==> config.mk <==
export PLATFORM = sky130hd
export DESIGN_NAME = syst_array_seq_flat
export DESIGN_NICKNAME = d
export VERILOG_FILES = /design/src/rtl/syst_pkg.sv /design/src/rtl/syst_array_seq_if.sv /design/src/rtl/syst_skew_buf.sv /design/src/rtl/syst_array_seq.sv /design/src/flat_wrapper.sv
export SDC_FILE = /design/constraint.sdc
export NUM_CORES = 1
export LEC_CHECK = 0
export CAP_MARGIN = 20
export CORE_MARGIN = 1
export CORE_UTILIZATION = 24
export CTS_CLUSTER_SIZE = 16
export DETAILED_ROUTE_END_ITERATION = 8
export GPL_ROUTABILITY_DRIVEN = 0
export GPL_TIMING_DRIVEN = 0
export PLACE_DENSITY = 0.37
export SLEW_MARGIN = 20
export SYNTH_ARGS = -nofsm -noshare
export SYNTH_HDL_FRONTEND = slang
export SYNTH_HIERARCHICAL = 1
export SYNTH_SLANG_ARGS = --single-unit
==> constraint.sdc <==
create_clock -name clk -period 12.2 [get_ports clk]
set_input_delay 1.83 -clock clk [delete_from_list [all_inputs] [get_ports clk]]
set_output_delay 1.83 -clock clk [all_outputs]
set_load 0.05 [all_outputs]
==> src/rtl/syst_pkg.sv <==
// Shared types and constants for the systolic-array operand sequencer.
package syst_pkg;

  localparam int DEF_N  = 4;
  localparam int DEF_DW = 16;

  // Buffer selector values carried on ld_sel.
  localparam logic SEL_A = 1'b0;
  localparam logic SEL_B = 1'b1;

  typedef enum logic [2:0] {
    IDLE,
    CLEAR,
    FEED,
    DRAIN,
    DONE
  } state_t;

  // Number of skewed feed cycles needed to push an NxN pair through the array edges.
  function automatic int feed_len(input int n);
    return 3 * n - 2;
  endfunction

endpackage

==> src/rtl/syst_array_seq_if.sv <==
// Host/load side and array-edge side of the sequencer, bundled as one interface.
// The address field carries one spare code so an index of N*N can be expressed and dropped.
interface syst_array_seq_if
  import syst_pkg::*;
#(
  parameter int N  = DEF_N,
  parameter int DW = DEF_DW
);

  localparam int AW = $clog2(N * N + 1);

  logic          ld_valid;
  logic          ld_ready;
  logic          ld_sel;
  logic [AW-1:0] ld_addr;
  logic [DW-1:0] ld_data;
  logic          start;
  logic          busy;
  logic          done;
  logic          arr_rst;
  logic [N*DW-1:0] west_data;
  logic [N*DW-1:0] north_data;

  modport master (
    output ld_valid, ld_sel, ld_addr, ld_data, start,
    input  ld_ready, busy, done, arr_rst, west_data, north_data
  );

  modport slave (
    input  ld_valid, ld_sel, ld_addr, ld_data, start,
    output ld_ready, busy, done, arr_rst, west_data, north_data
  );

endinterface

==> src/rtl/syst_skew_buf.sv <==
// NxN operand register file with one write port and a diagonally skewed N-lane read.
// TRANSPOSE=0 reads lane i = [i][t-i] (A rows); TRANSPOSE=1 reads lane j = [t-j][j] (B columns).
module syst_skew_buf #(
  parameter int N         = 4,
  parameter int DW        = 16,
  parameter int AW        = 5,
  parameter int TW        = 4,
  parameter bit TRANSPOSE = 1'b0
) (
  input  logic            clk,
  input  logic            rst_n,
  input  logic            wr_en,
  input  logic [AW-1:0]   wr_addr,
  input  logic [DW-1:0]   wr_data,
  input  logic [TW-1:0]   t,
  output logic [N*DW-1:0] lanes
);

  localparam int IW = $clog2(N * N);

  logic [DW-1:0] mem [N*N];

  // Storage: cleared on reset, written row-major; indices past the matrix are dropped.
  always_ff @(posedge clk or negedge rst_n) begin
    if (!rst_n) begin
      mem <= '{default: '0};
    end else if (wr_en && (wr_addr < AW'(N * N))) begin
      mem[wr_addr[IW-1:0]] <= wr_data;
    end
  end

  // Skewed read: lane k sees the element on anti-diagonal t, or zero outside the matrix.
  always_comb begin
    lanes = '0;
    for (int k = 0; k < N; k++) begin
      if ((int'(t) >= k) && ((int'(t) - k) < N)) begin
        if (TRANSPOSE) begin
          lanes[k*DW +: DW] = mem[IW'((int'(t) - k) * N + k)];
        end else begin
          lanes[k*DW +: DW] = mem[IW'(k * N + int'(t) - k)];
        end
      end
    end
  end

endmodule

==> src/rtl/syst_array_seq.sv <==
// Sequencer for the NxN output-stationary systolic array: loads A/B, clears the PEs,
// streams skewed operands into the west/north edges, drains, and pulses done.
// All array-facing outputs are registered from the next-state so they are glitch-free.
module syst_array_seq
  import syst_pkg::*;
#(
  parameter int N         = DEF_N,
  parameter int DW        = DEF_DW,
  parameter int DRAIN_CYC = 1
) (
  input logic             clk,
  input logic             rst_n,
  syst_array_seq_if.slave bus
);

  localparam int AW = $clog2(N * N + 1);
  localparam int CW = $clog2(3 * N + DRAIN_CYC);
  localparam logic [CW-1:0] FEED_LAST  = CW'(feed_len(N) - 1);
  localparam logic [CW-1:0] DRAIN_LAST = CW'((DRAIN_CYC > 0) ? DRAIN_CYC - 1 : 0);

  state_t        state, state_nxt;
  logic [CW-1:0] cnt, cnt_nxt;
  logic          wr_en;
  logic [N*DW-1:0] west_lanes;
  logic [N*DW-1:0] north_lanes;

  // Loads are only accepted while idle so the buffers stay stable during a run.
  assign bus.ld_ready = (state == IDLE);
  assign wr_en        = bus.ld_valid && (state == IDLE);

  // The buffers are read at the upcoming feed index so the output registers line up with it.
  syst_skew_buf #(
    .N(N), .DW(DW), .AW(AW), .TW(CW), .TRANSPOSE(1'b0)
  ) u_buf_a (
    .clk     (clk),
    .rst_n   (rst_n),
    .wr_en   (wr_en && (bus.ld_sel == SEL_A)),
    .wr_addr (bus.ld_addr),
    .wr_data (bus.ld_data),
    .t       (cnt_nxt),
    .lanes   (west_lanes)
  );

  syst_skew_buf #(
    .N(N), .DW(DW), .AW(AW), .TW(CW), .TRANSPOSE(1'b1)
  ) u_buf_b (
    .clk     (clk),
    .rst_n   (rst_n),
    .wr_en   (wr_en && (bus.ld_sel == SEL_B)),
    .wr_addr (bus.ld_addr),
    .wr_data (bus.ld_data),
    .t       (cnt_nxt),
    .lanes   (north_lanes)
  );

  // State and feed/drain counter registers.
  always_ff @(posedge clk or negedge rst_n) begin
    if (!rst_n) begin
      state <= IDLE;
      cnt   <= '0;
    end else begin
      state <= state_nxt;
      cnt   <= cnt_nxt;
    end
  end

  // Next-state logic: one clear cycle, the skewed feed, optional drain, one done cycle.
  always_comb begin
    state_nxt = state;
    cnt_nxt   = cnt;
    case (state)
      IDLE: begin
        if (bus.start) begin
          state_nxt = CLEAR;
          cnt_nxt   = '0;
        end
      end
      CLEAR: begin
        state_nxt = FEED;
        cnt_nxt   = '0;
      end
      FEED: begin
        if (cnt == FEED_LAST) begin
          cnt_nxt   = '0;
          state_nxt = (DRAIN_CYC > 0) ? DRAIN : DONE;
        end else begin
          cnt_nxt = cnt + 1'b1;
        end
      end
      DRAIN: begin
        if (cnt == DRAIN_LAST) begin
          cnt_nxt   = '0;
          state_nxt = DONE;
        end else begin
          cnt_nxt = cnt + 1'b1;
        end
      end
      DONE: begin
        state_nxt = IDLE;
        cnt_nxt   = '0;
      end
      default: begin
        state_nxt = IDLE;
        cnt_nxt   = '0;
      end
    endcase
  end

  // Registered array-facing outputs, derived from the state being entered.
  always_ff @(posedge clk or negedge rst_n) begin
    if (!rst_n) begin
      bus.busy       <= 1'b0;
      bus.done       <= 1'b0;
      bus.arr_rst    <= 1'b1;
      bus.west_data  <= '0;
      bus.north_data <= '0;
    end else begin
      bus.busy       <= (state_nxt != IDLE);
      bus.done       <= (state_nxt == DONE);
      bus.arr_rst    <= (state_nxt == CLEAR);
      bus.west_data  <= (state_nxt == FEED) ? west_lanes  : '0;
      bus.north_data <= (state_nxt == FEED) ? north_lanes : '0;
    end
  end

endmodule

==> src/flat_wrapper.sv <==
// flat-port wrapper written by rule: the top's interface ports become plain ports
module syst_array_seq_flat import syst_pkg::*;
#(
  parameter int N         = DEF_N,
  parameter int DW        = DEF_DW,
  parameter int DRAIN_CYC = 1
)
  (clk, rst_n, bus_ld_valid, bus_ld_sel, bus_ld_addr, bus_ld_data, bus_start, bus_ld_ready, bus_busy, bus_done, bus_arr_rst, bus_west_data, bus_north_data);
  syst_array_seq_if #(.N(N), .DW(DW)) bus_i ();
  input logic clk;
  input logic rst_n;
  input wire logic [$bits(bus_i.ld_valid)-1:0] bus_ld_valid;
  input wire logic [$bits(bus_i.ld_sel)-1:0] bus_ld_sel;
  input wire logic [$bits(bus_i.ld_addr)-1:0] bus_ld_addr;
  input wire logic [$bits(bus_i.ld_data)-1:0] bus_ld_data;
  input wire logic [$bits(bus_i.start)-1:0] bus_start;
  output wire logic [$bits(bus_i.ld_ready)-1:0] bus_ld_ready;
  output wire logic [$bits(bus_i.busy)-1:0] bus_busy;
  output wire logic [$bits(bus_i.done)-1:0] bus_done;
  output wire logic [$bits(bus_i.arr_rst)-1:0] bus_arr_rst;
  output wire logic [$bits(bus_i.west_data)-1:0] bus_west_data;
  output wire logic [$bits(bus_i.north_data)-1:0] bus_north_data;
  assign bus_i.ld_valid = bus_ld_valid;
  assign bus_i.ld_sel = bus_ld_sel;
  assign bus_i.ld_addr = bus_ld_addr;
  assign bus_i.ld_data = bus_ld_data;
  assign bus_i.start = bus_start;
  assign bus_ld_ready = bus_i.ld_ready;
  assign bus_busy = bus_i.busy;
  assign bus_done = bus_i.done;
  assign bus_arr_rst = bus_i.arr_rst;
  assign bus_west_data = bus_i.west_data;
  assign bus_north_data = bus_i.north_data;
  syst_array_seq #(.N(N), .DW(DW), .DRAIN_CYC(DRAIN_CYC)) u_core (.clk(clk), .rst_n(rst_n), .bus(bus_i));
endmodule
# --- Word level (Yosys, flattened, before mapping) ---
# Index checks and enable logic that the tools add are counted.
totals:
  wordCells: 145
  ff_bits: 650
  in_bits: 26
  out_inout_bits: 132
op_classes:
  bitwise_logic: 10
  eq_ne: 7
  addsub: 13
  n_mux: 46
  n_reduce_logical: 12
  order_cmp: 18
ops:
  columns: ["op", "n"]
  rows:
  - ["16-bit binary-select mux with 4-bit select", 8]
  - ["256-bit bitwise mux", 2]
  - ["16-bit 2-to-1 mux", 25]
  - ["64-bit 2-to-1 mux", 2]
  - ["16-bit demux with 4-bit select", 1]
  - ["4-bit by 5-bit >= comparator with 1-bit output (second input constant)", 8]
  - ["4-bit inverter", 8]
  - ["5-bit by 4-bit less-than comparator with 1-bit output (second input constant)", 3]
  - ["4-bit 2-to-1 mux", 3]
  - ["3-bit one-hot mux with 4 select lines", 1]
  - ["4-bit one-hot mux with 3 select lines", 1]
  - ["4-bit by 2-bit subtractor with 5-bit output (second input constant)", 2]
  - ["3-bit by 2-bit equality test with 1-bit output (second input constant)", 3]
  - ["1-bit logical AND", 9]
  - ["3-bit 2-to-1 mux", 3]
  - ["4-bit by 3-bit adder with 4-bit output (second input constant)", 2]
  - ["4-bit adder (first input constant)", 2]
  - ["4-bit by 2-bit >= comparator with 1-bit output (second input constant)", 2]
  - ["4-bit by 2-bit subtractor with 4-bit output (second input constant)", 2]
  - ["3-bit by 1-bit equality test with 1-bit output (second input constant)", 2]
  - ["5-bit >= comparator (second input constant)", 1]
  - ["5-bit by 1-bit less-than comparator with 1-bit output (second input constant)", 1]
  - ["5-bit less-than comparator (second input constant)", 1]
  - ["4-bit inverter with 5-bit output", 1]
  - ["13 further kinds", 13]

# --- Longest topological paths before layout ---
# Gate-level depths: netlist of run 1.
depth:
  word_depth: 11
  mapped_depth: 20
  mapped_depth_nobuf: 15

# --- Hierarchy ---
# The synthesis of run 1 kept the hierarchy.
modules_own_cells:
  columns: ["mod", "cells_per_inst", "area_per_inst_um2", "seq_area_each_um2", "n_inst"]
  rows:
  - ["syst_skew_buf at u_core.u_buf_a", 1121, 16199.3, 6406.1, 1]
  - ["syst_skew_buf at u_core.u_buf_b", 773, 12059.1, 6406.1, 1]
  - ["syst_array_seq", 324, 4613.2, 3454.6, 1]

# --- Worst setup path after synthesis of run 1 ---
# No wires, ideal clock.
synth_timing:
  path_kind: "input-to-reg"
  from: "input port bus_start"
  to: "register u_core.bus.west_data[29]"
  n_path_buf: 6
  setup_ns: 0.119
  path_stages: 14
  arrival_ns: 5.072
  setup_slack_ns: 7.009
  required_time_ns: 12.081
  cell_sequence: "nand2b_1 o21ai_0 buf_2 buf_2 buf_2 inv_1 ha_1 clkbuf_1 buf_2 buf_1 mux4_2 a22oi_1 a21oi_1 and2_1"
synth_via:
  elab_chain_len: 10
  elab_cells_between_ends: 17
  cone_classes: "add/sub (3); order compare (2); eq/ne (1); mux (9); bitwise (1); reduce/logical (1)"
synth_lines:
  columns: ["item", "line", "source"]
  rows:
  - ["start: declaration", "flat_wrapper.sv:16", "input wire logic [$bits(bus_i.start)-1:0] bus_start;"]
  - ["4-bit 2-to-1 mux (*)", "syst_array_seq.sv:73", "if (bus.start) begin"]
  - ["4-bit one-hot mux with 3 select lines (*)", "syst_array_seq.sv:71", "case (state)"]
  - ["net u_core.cnt_nxt[1]", "syst_array_seq.sv:22", "logic [CW-1:0] cnt, cnt_nxt;"]
  - ["3-bit by 4-bit adder with 4-bit output", "syst_skew_buf.sv:40", "lanes[k*DW +: DW] = mem[IW'(k * N + int'(t) - k)];"]
  - ["4-bit by 1-bit subtractor with 4-bit output", "syst_skew_buf.sv:40", null]
  - ["4-bit inverter (not written as such)", "syst_skew_buf.sv:40", null]
  - ["16-bit binary-select mux with 4-bit select", "syst_skew_buf.sv:40", null]
  - ["16-bit 2-to-1 mux (not written as such) (2 in a row)", "syst_skew_buf.sv:40", null]
  - ["16-bit 2-to-1 mux (*)", "syst_skew_buf.sv:36", "if ((int'(t) >= k) && ((int'(t) - k) < N)) begin"]
  - ["net u_core.west_lanes[29]", "syst_array_seq.sv:24", "logic [N*DW-1:0] west_lanes;"]
  - ["64-bit 2-to-1 mux (*)", "syst_array_seq.sv:121", "bus.west_data <= (state_nxt == FEED) ? west_lanes : '0;"]
  - ["end signal: assignment", "syst_array_seq.sv:121", null]
  - ["end: declaration", "syst_array_seq_if.sv:31", "output ld_ready, busy, done, arr_rst, west_data, north_data"]
# The timed path passes the listed nets; every way through them passes the cells marked *. The select of a mux whose other input is x is not followed.
# A chain may end at the register's enable or synchronous reset.

# --- Final worst setup path of run 1 ---
layout_timing:
  from: "input port bus_start"
  to: "register u_core.bus.west_data[42]"
layout_via:
  elab_chain_len: 10
  elab_cells_between_ends: 17
  cone_classes: "add/sub (3); order compare (2); eq/ne (1); mux (9); bitwise (1); reduce/logical (1)"
layout_lines:
  columns: ["item", "line"]
  rows:
  - ["4-bit 2-to-1 mux (*)", "syst_array_seq.sv:73"]
  - ["4-bit one-hot mux with 3 select lines (*)", "syst_array_seq.sv:71"]
  - ["net u_core.cnt_nxt[1]", "syst_array_seq.sv:22"]
  - ["4-bit adder", "syst_skew_buf.sv:40"]
  - ["4-bit by 2-bit subtractor with 4-bit output", "syst_skew_buf.sv:40"]
  - ["4-bit inverter (not written as such)", "syst_skew_buf.sv:40"]
  - ["16-bit binary-select mux with 4-bit select", "syst_skew_buf.sv:40"]
  - ["16-bit 2-to-1 mux (not written as such) (2 in a row)", "syst_skew_buf.sv:40"]
  - ["16-bit 2-to-1 mux (*)", "syst_skew_buf.sv:36"]
  - ["net u_core.west_lanes[42]", "syst_array_seq.sv:24"]
  - ["64-bit 2-to-1 mux (*)", "syst_array_seq.sv:121"]
# Marks and branches as above.

==> results.py, run 1 <==
metrics = {
    "clock_network": {
        "cts-buffers-inserted": 84,
        "postCtsSetupBuffers": 0,
        "ctsHoldBuffers": 0,
        "cts_tree": "done",
        "h-tree-depth": 3,
        "ctsResizeCount": 0,
        "clock-root-buffer": "clkbuf_16",
        "cts_sinks": 650,
        "clockBufferDepth": 3,
        "clock_latency_ns": 0.68,
        "clkTransAtPathRegs_ns": 0.05,
    },
    "finish": {
        "fillCellCount": 13560,
        "final_common_cell": "dfrtp_1",
        "regArea_um2": 16270,
        "postLayoutCoreUtil": 0.2938,
        "multi_input_area_um2": 15520,
        "final_cell_mix": "dfrtp_1 (649), mux2_2 (501), mux4_2 (244)",
        "drive_above_1_share": 0.4123,
        "syn2layout_area_growth_pct": 21.24,
        "fin_area_um2": 39850,
        "fin_cells": 4324,
        "nNetsFinal": 2516,
    },
    "floorplanning": {
        "floorplan.initialDensity": 0.2424,
        "die_height_um": 372.1,
        "die_w_um": 372.1,
        "core_um2": 135600,
        "row_count": 135,
        "dieArea_um2": 138400,
        "ios": 158,
    },
    "status": {
        "status": "completed",
    },
    "timing": {
        "timing_hold_violations_final": 0,
        "skew_ns": 0.02965,
        "fin_tns_setup_ns": 0,
        "finalSetupViolations": 0,
        "min_period_ns": 7.083,
        "max_slew_margin": 0.1213,
        "fmax_mhz": 141.2,
        "tightest_slew_ns": 1.315,
        "drv_slew": 0,
        "period_share": 0.5806,
        "rsz0062_at_grt": "false",
    },
    "setup_path": {
        "required_ns": 12.81,
        "cp-end-kind": "flop",
        "path_cells": "clkdlybuf4s50_1 > nand2b_1 > o21ai_2 > buf_6 > buf_2 > buf_2 > buf_2 > inv_1 > ha_1 > ha_1 > nand2b_1 > clkbuf_1 > clkbuf_1 > o211ai_1 > nand3_1 > o21ai_0 > nor3_1 > and2_1",
        "reg2reg_to": "u_core/bus.west_data[42]$_DFF_PN0_",
        "r2r_cells": 19,
        "critPathBufInv": 8,
        "crit-reg2reg-launch": "u_core/state[2]$_DFF_PN0_",
        "path_class": "primary input to flop",
        "crit_cells": 18,
        "startpoint": "bus_start",
        "cp_common_cell": "buf_2",
        "crit_family": "buffers and inverters",
        "worst_path_largest_cell_delay_ns": 0.62,
        "reg2reg_setup_slack_ns": 5.75,
        "critPathCapture": "u_core/bus.west_data[42]$_DFF_PN0_",
        "critPathArrivalTime_ns": 7.69,
        "critPathLaunchType": "primary input",
        "critPathSlowestCell": "clkbuf_1",
        "cp_max_fo": 10,
    },
    "detailed_routing": {
        "ant_nets": 0,
        "drt-vias-per-instance": 4.874,
        "met1Wirelength_um": 52010,
        "met2_length_um": 57440,
        "wl_met3_um": 5980,
        "wl_um": 119600,
        "dr.pass1.iters": 7,
        "vias": 21077,
        "route.detailed.drc": 0,
        "drt-wirelength-per-cell_um": 27.65,
        "dr.max_layer_used": "met4",
        "initialDrtViolationCount": 1628,
    },
    "global_route": {
        "grt.total_usage": 0.1745,
        "grt-ovfl-total": 0,
        "grt_pass1_wl_um": 172900,
        "grt_antenna_before_repair": 5,
        "grt_start_max_net_pins": 101,
        "grt_pass1_vias": 22961,
    },
    "synthesis": {
        "yosys_warnings": 6,
        "synth_area_leaders": "dfrtp_1 (49%), mux2_2 (17%), mux4_2 (17%)",
        "yosys_register_bits": 650,
        "synth_edf_count": 0,
        "async_flop_share": 1.000,
        "synth_seq_area_share": 0.4949,
        "synth_top_area_frac": 0.4941,
        "syn-mean-instance-area_um2": 14.82,
        "yosysUniqueCellTypes": 62,
        "synthCells": 2218,
        "syn_nets": 2263,
        "synth_top_flop_cell": "dfrtp_1",
        "synthesis.area_um2": 32870,
        "synth_top_area_cell": "dfrtp_1",
    },
    "power": {
        "p_comb_frac": 0.524,
        "p_seq_frac": 0.233,
        "power_per_cell_area_nw_per_um2": 269.1,
        "power_leakage_nw": 17.76,
        "irDropWorstVdd_uv": 182.8,
        "p_int_mw": 5.759,
        "p_sw_frac": 0.4631,
        "p_clk_frac": 0.243,
        "power.net_switching_mw": 4.967,
    },
    "job": {
        "cap_violations": 0,
    },
    "placed_design": {
        "dpl.hpwl_um": 85760,
        "place_area_um2": 36940,
        "dp_cells": 4166,
        "portBuffers": 157,
    },
    "hold_path": {
        "min_path_type": "flop to flop",
        "hp-start": "u_core/u_buf_b/mem[132]$_DFFE_PN0P_",
    },
}
## registers in the layout, summed over array words and instances, names as in the netlist
signal / flops
u_core/bus.arr_rst: 1
u_core/bus.busy: 1
u_core/bus.done: 1
u_core/bus.north_data: 64
u_core/bus.west_data: 64
u_core/cnt: 4
u_core/state: 3
u_core/u_buf_a/mem: 256
u_core/u_buf_b/mem: 256
## final cells by class
type,instances,area share
timing repair buffer,167,0.04533
clock buffer,120,0.06119
inverter,13,0.001224
antenna,6,0.0003767
multi-input combinational,1367,0.3894
tap,1781,0.05591
buffer,188,0.02694
clock inverter,32,0.01146
sequential,650,0.4082
## cells in the mapped netlist, types with 13 or more instances
cell type,n
nand2_1,38
mux4_2,244
buf_4,23
o211ai_1,35
buf_2,62
dfrtp_1,649
a22oi_1,61
nor4_1,16
nand3_1,13
a211oi_1,18
nor2b_1,35
and2_1,133
o21ai_0,13
clkbuf_1,68
a21boi_0,17
mux2_2,501
mux2i_1,42
and3_1,42
nor2_1,16
a21oi_1,35
ha_1,19
nor3_1,15
## power groups by stage
stage	logic, mW	clock network [mW]	registers [mW]
after global placement	5.66	0	2.53
after floorplan	3.12	0	2.65
after CTS	5.70	2.70	2.50
after detailed placement	5.69	0	2.53
final	5.62	2.61	2.50
after global routing	5.87	2.79	2.52
## cell families after synthesis
family | count (synthesis) | synth area share
mux | 798 | 0.3565
flops | 650 | 0.4949
compound gates | 192 | 0.04069
fa+ha+maj | 19 | 0.007232
xor+xnor | 10 | 0.002893
simple gates | 348 | 0.06379
buf+inv | 201 | 0.03403
## routing by layer
layer,GRT usage,vias to the layer above
met1,0.2323,11270
met3,0.02909,204
met5,0,-
li1,-,8892
met2,0.2863,711
met4,0.05848,0
## stage by stage
step / power (mW) / hold slack (ns) / setup slack [ns]
after detailed placement: 8.226 / 0.4774 / 4.526
after CTS: 10.90 / 0.4894 / 5.255
after floorplan: 5.768 / 0.4533 / 7.009
after global routing: 11.19 / 0.5046 / 5.078
after global placement: 8.188 / 0.4675 / -20.53
final: 10.73 / 0.4821 / 5.117
## worst min path at each step
stage	endpoint	cells past startpoint
final	u_core/u_buf_b/mem[132]$_DFFE_PN0P_	1
after global routing	u_core/u_buf_b/mem[132]$_DFFE_PN0P_	1
after CTS	u_core/u_buf_b/mem[132]$_DFFE_PN0P_	1
after detailed placement	u_core/u_buf_b/mem[132]$_DFFE_PN0P_	1
after global placement	u_core/u_buf_b/mem[132]$_DFFE_PN0P_	1
after floorplan	u_core/u_buf_b/mem[132]$_DFFE_PN0P_	1
## worst reg2reg max path, delay by kind of cell, from the launching register on
kind | cells | cell delay, ns
simple gates | 6 | 1.70
buf+inv | 8 | 2.88
compound gates | 3 | 0.82
fa+ha+maj | 2 | 0.62
flops | 1 | 0.35
No activity file was read; power rests on OpenSTA's default activity.
==> inputs of run 2 (changes only) <==
--- a/config.mk
+++ b/config.mk
@@ -12,7 +12,7 @@
 export DETAILED_ROUTE_END_ITERATION = 8
 export GPL_ROUTABILITY_DRIVEN = 0
 export GPL_TIMING_DRIVEN = 0
-export PLACE_DENSITY = 0.37
+export PLACE_DENSITY = 0.38
 export SLEW_MARGIN = 20
 export SYNTH_ARGS = -nofsm -noshare
 export SYNTH_HDL_FRONTEND = slang
==> constraint.sdc (replaced) <==
create_clock -name clk -period 6.2 [get_ports clk]
set_input_delay 0.93 -clock clk [delete_from_list [all_inputs] [get_ports clk]]
set_output_delay 0.93 -clock clk [all_outputs]
set_load 0.05 [all_outputs]
==> results.py, run 2 (synthesis gave the netlist of run 1 again) <==
metrics = {
    "placed_design": {
        "dp_slack_ns": -0.7068,
        "portBuffers": 157,
        "dpl.hpwl_um": 85720,
    },
    "detailed_routing": {
        "ant_nets": 0,
        "vias": 21228,
        "initialDrtViolationCount": 1591,
        "route.detailed.drc": 0,
        "drt-vias-per-instance": 4.909,
        "drt-wirelength-per-cell_um": 27.55,
        "dr.pass1.iters": 5,
        "wl_um": 119100,
    },
    "setup_path": {
        "crit-reg2reg-launch": "u_core/cnt[0]$_DFF_PN0_",
        "critPathLaunchType": "flop",
        "reg2reg_setup_slack_ns": 0.24,
        "reg2reg_to": "u_core/bus.west_data[21]$_DFF_PN0_",
        "cp-end-kind": "flop",
        "critPathArrivalTime_ns": 6.53,
        "r2r_cells": 19,
        "path_class": "flop to flop",
        "required_ns": 6.77,
        "cp_max_fo": 10,
    },
    "finish": {
        "fillCellCount": 13631,
        "final_common_cell": "dfrtp_1",
        "syn2layout_area_growth_pct": 21.29,
        "top_regs": "u_core/u_buf_a/mem: 256 flops, u_core/u_buf_b/mem: 256 flops",
        "nNetsFinal": 2515,
        "final_cell_mix": "dfrtp_1 (649), mux2_2 (501), mux4_2 (244)",
        "drive_above_1_share": 0.4185,
    },
    "timing": {
        "skew_ns": 0.01752,
        "fmax_mhz": 167.9,
        "timing_hold_violations_final": 0,
        "max_slew_margin": 0.2172,
        "drv_slew": 0,
        "worst_slack_ns": 0.2445,
        "finalSetupViolations": 0,
        "period_share": 0.9606,
        "rsz0062_at_grt": "false",
        "min_period_ns": 5.956,
        "tightest_slew_ns": 1.174,
    },
    "power": {
        "power.net_switching_mw": 9.819,
        "power_leakage_nw": 17.76,
        "p_comb_frac": 0.526,
        "irDropWorstVdd_uv": 441.2,
        "p_sw_frac": 0.4662,
        "p_seq_frac": 0.234,
        "p_int_mw": 11.24,
        "p_clk_frac": 0.240,
        "power_mw": 21.06,
        "power_per_cell_area_nw_per_um2": 528.2,
    },
    "global_route": {
        "grt_start_max_net_pins": 94,
        "grt_antenna_before_repair": 7,
        "grt_pass1_wl_um": 171800,
        "grt-ovfl-total": 0,
        "grt.total_usage": 0.1735,
        "grt_pass1_vias": 22795,
    },
    "floorplanning": {
        "die_w_um": 372.1,
        "ios": 158,
        "row_count": 135,
        "floorplan.initialDensity": 0.2424,
        "dieArea_um2": 138400,
        "core_um2": 135600,
        "die_height_um": 372.1,
    },
    "clock_network": {
        "clock-root-buffer": "clkbuf_16",
        "clockBufferDepth": 3,
        "h-tree-depth": 3,
        "clkTransAtPathRegs_ns": 0.06,
        "cts_sinks": 650,
        "cts-buffers-inserted": 84,
        "clock_latency_ns": 0.68,
        "cts_tree": "done",
        "postCtsSetupBuffers": 0,
    },
    "hold_path": {
        "min_path_type": "primary input to asynchronous set/reset pin",
    },
    "status": {
        "status": "completed",
    },
    "job": {
        "cap_violations": 0,
    },
}
-- run 2: routing by layer --
metal / vias up / track usage / share of wire
li1: 8904 / - / -
met5: - / 0 / 0
met1: 11418 / 0.2320 / 0.44
met3: 184 / 0.02971 / 0.051
met2: 722 / 0.2857 / 0.49
met4: 0 / 0.05170 / 0.028
-- run 2: through the flow --
stage / hold slack, ns / instance area [um^2] / instances / utilization / setup TNS, ns
6_report: 0.1589 / 39870 / 4324 / 0.2939 / 0
5_1_grt: 0.1412 / 39860 / 4321 / 0.2939 / 0
4_1_cts: 0.09730 / 39860 / 4322 / 0.2939 / 0
3_5_place_dp: 0.4813 / 36970 / 4167 / 0.2725 / -18.98
3_3_place_gp: 0.4708 / 36670 / 4156 / 0.2704 / -
2_1_floorplan: 0.4533 / 32870 / 2218 / - / 0
-- run 2: area by class of cell --
class / instances / area (um^2) / share of cell area
sequential: 650 / 16270 / 0.4080
antenna: 3 / 7.507 / 0.0001883
tap: 1781 / 2228 / 0.05589
clock buffer: 118 / 2464 / 0.06179
multi-input combinational: 1367 / 15540 / 0.3898
timing repair buffer: 168 / 1831 / 0.04591
buffer: 186 / 1079 / 0.02705
clock inverter: 38 / 402.9 / 0.01011
inverter: 13 / 48.80 / 0.001224
-- run 2: power groups by stage --
stage,combinational [mW],clock (mW),sequential [mW]
final,11.1,5.05,4.92
after global routing,11.5,5.39,4.97
after CTS,11.2,5.25,4.92
after detailed placement,11.2,0,4.99
after global placement,11.1,0,4.99
after floorplan,6.13,0,5.22
-- run 2: worst max path at each step --
stage                     slack (ns)  cells after the start                       from                                  end
final                           0.24                     19    u_core/cnt[0]$_DFF_PN0_   u_core/bus.west_data[21]$_DFF_PN0_
after global routing           0.001                     19    u_core/cnt[0]$_DFF_PN0_   u_core/bus.west_data[31]$_DFF_PN0_
after CTS                       0.06                     18    u_core/cnt[0]$_DFF_PN0_   u_core/bus.west_data[44]$_DFF_PN0_
after detailed placement       -0.71                     16                  bus_start   u_core/bus.west_data[42]$_DFF_PN0_
after global placement        -25.91                      1                      rst_n  u_core/u_buf_b/mem[153]$_DFFE_PN0P_
after floorplan                 1.01                     16  u_core/state[1]$_DFF_PN0_   u_core/bus.west_data[29]$_DFF_PN0_
-- run 2: repair_timing --
action                                  4_1_cts  5_1_grt
endpoints found under the setup margin       29       19
gates cloned                                  0        0
hold buffers                                  0        0
resized for setup                             9        8
-- run 2: worst max-delay path: stages, from the launching register on --
cell      delay, ns
dfrtp_1        0.44
inv_1          0.08
ha_1           0.19
nor3b_1        0.18
o32ai_2        0.43
nand2_1        0.12
o21ai_2        0.20
buf_6          0.21
buf_2          0.30
buf_2          0.43
buf_2          0.40
inv_1          0.21
ha_1           0.32
clkbuf_1       0.16
buf_2          0.38
clkbuf_2       0.62
mux4_2         0.40
a22oi_1        0.38
a21oi_1        0.18
and2_1         0.18
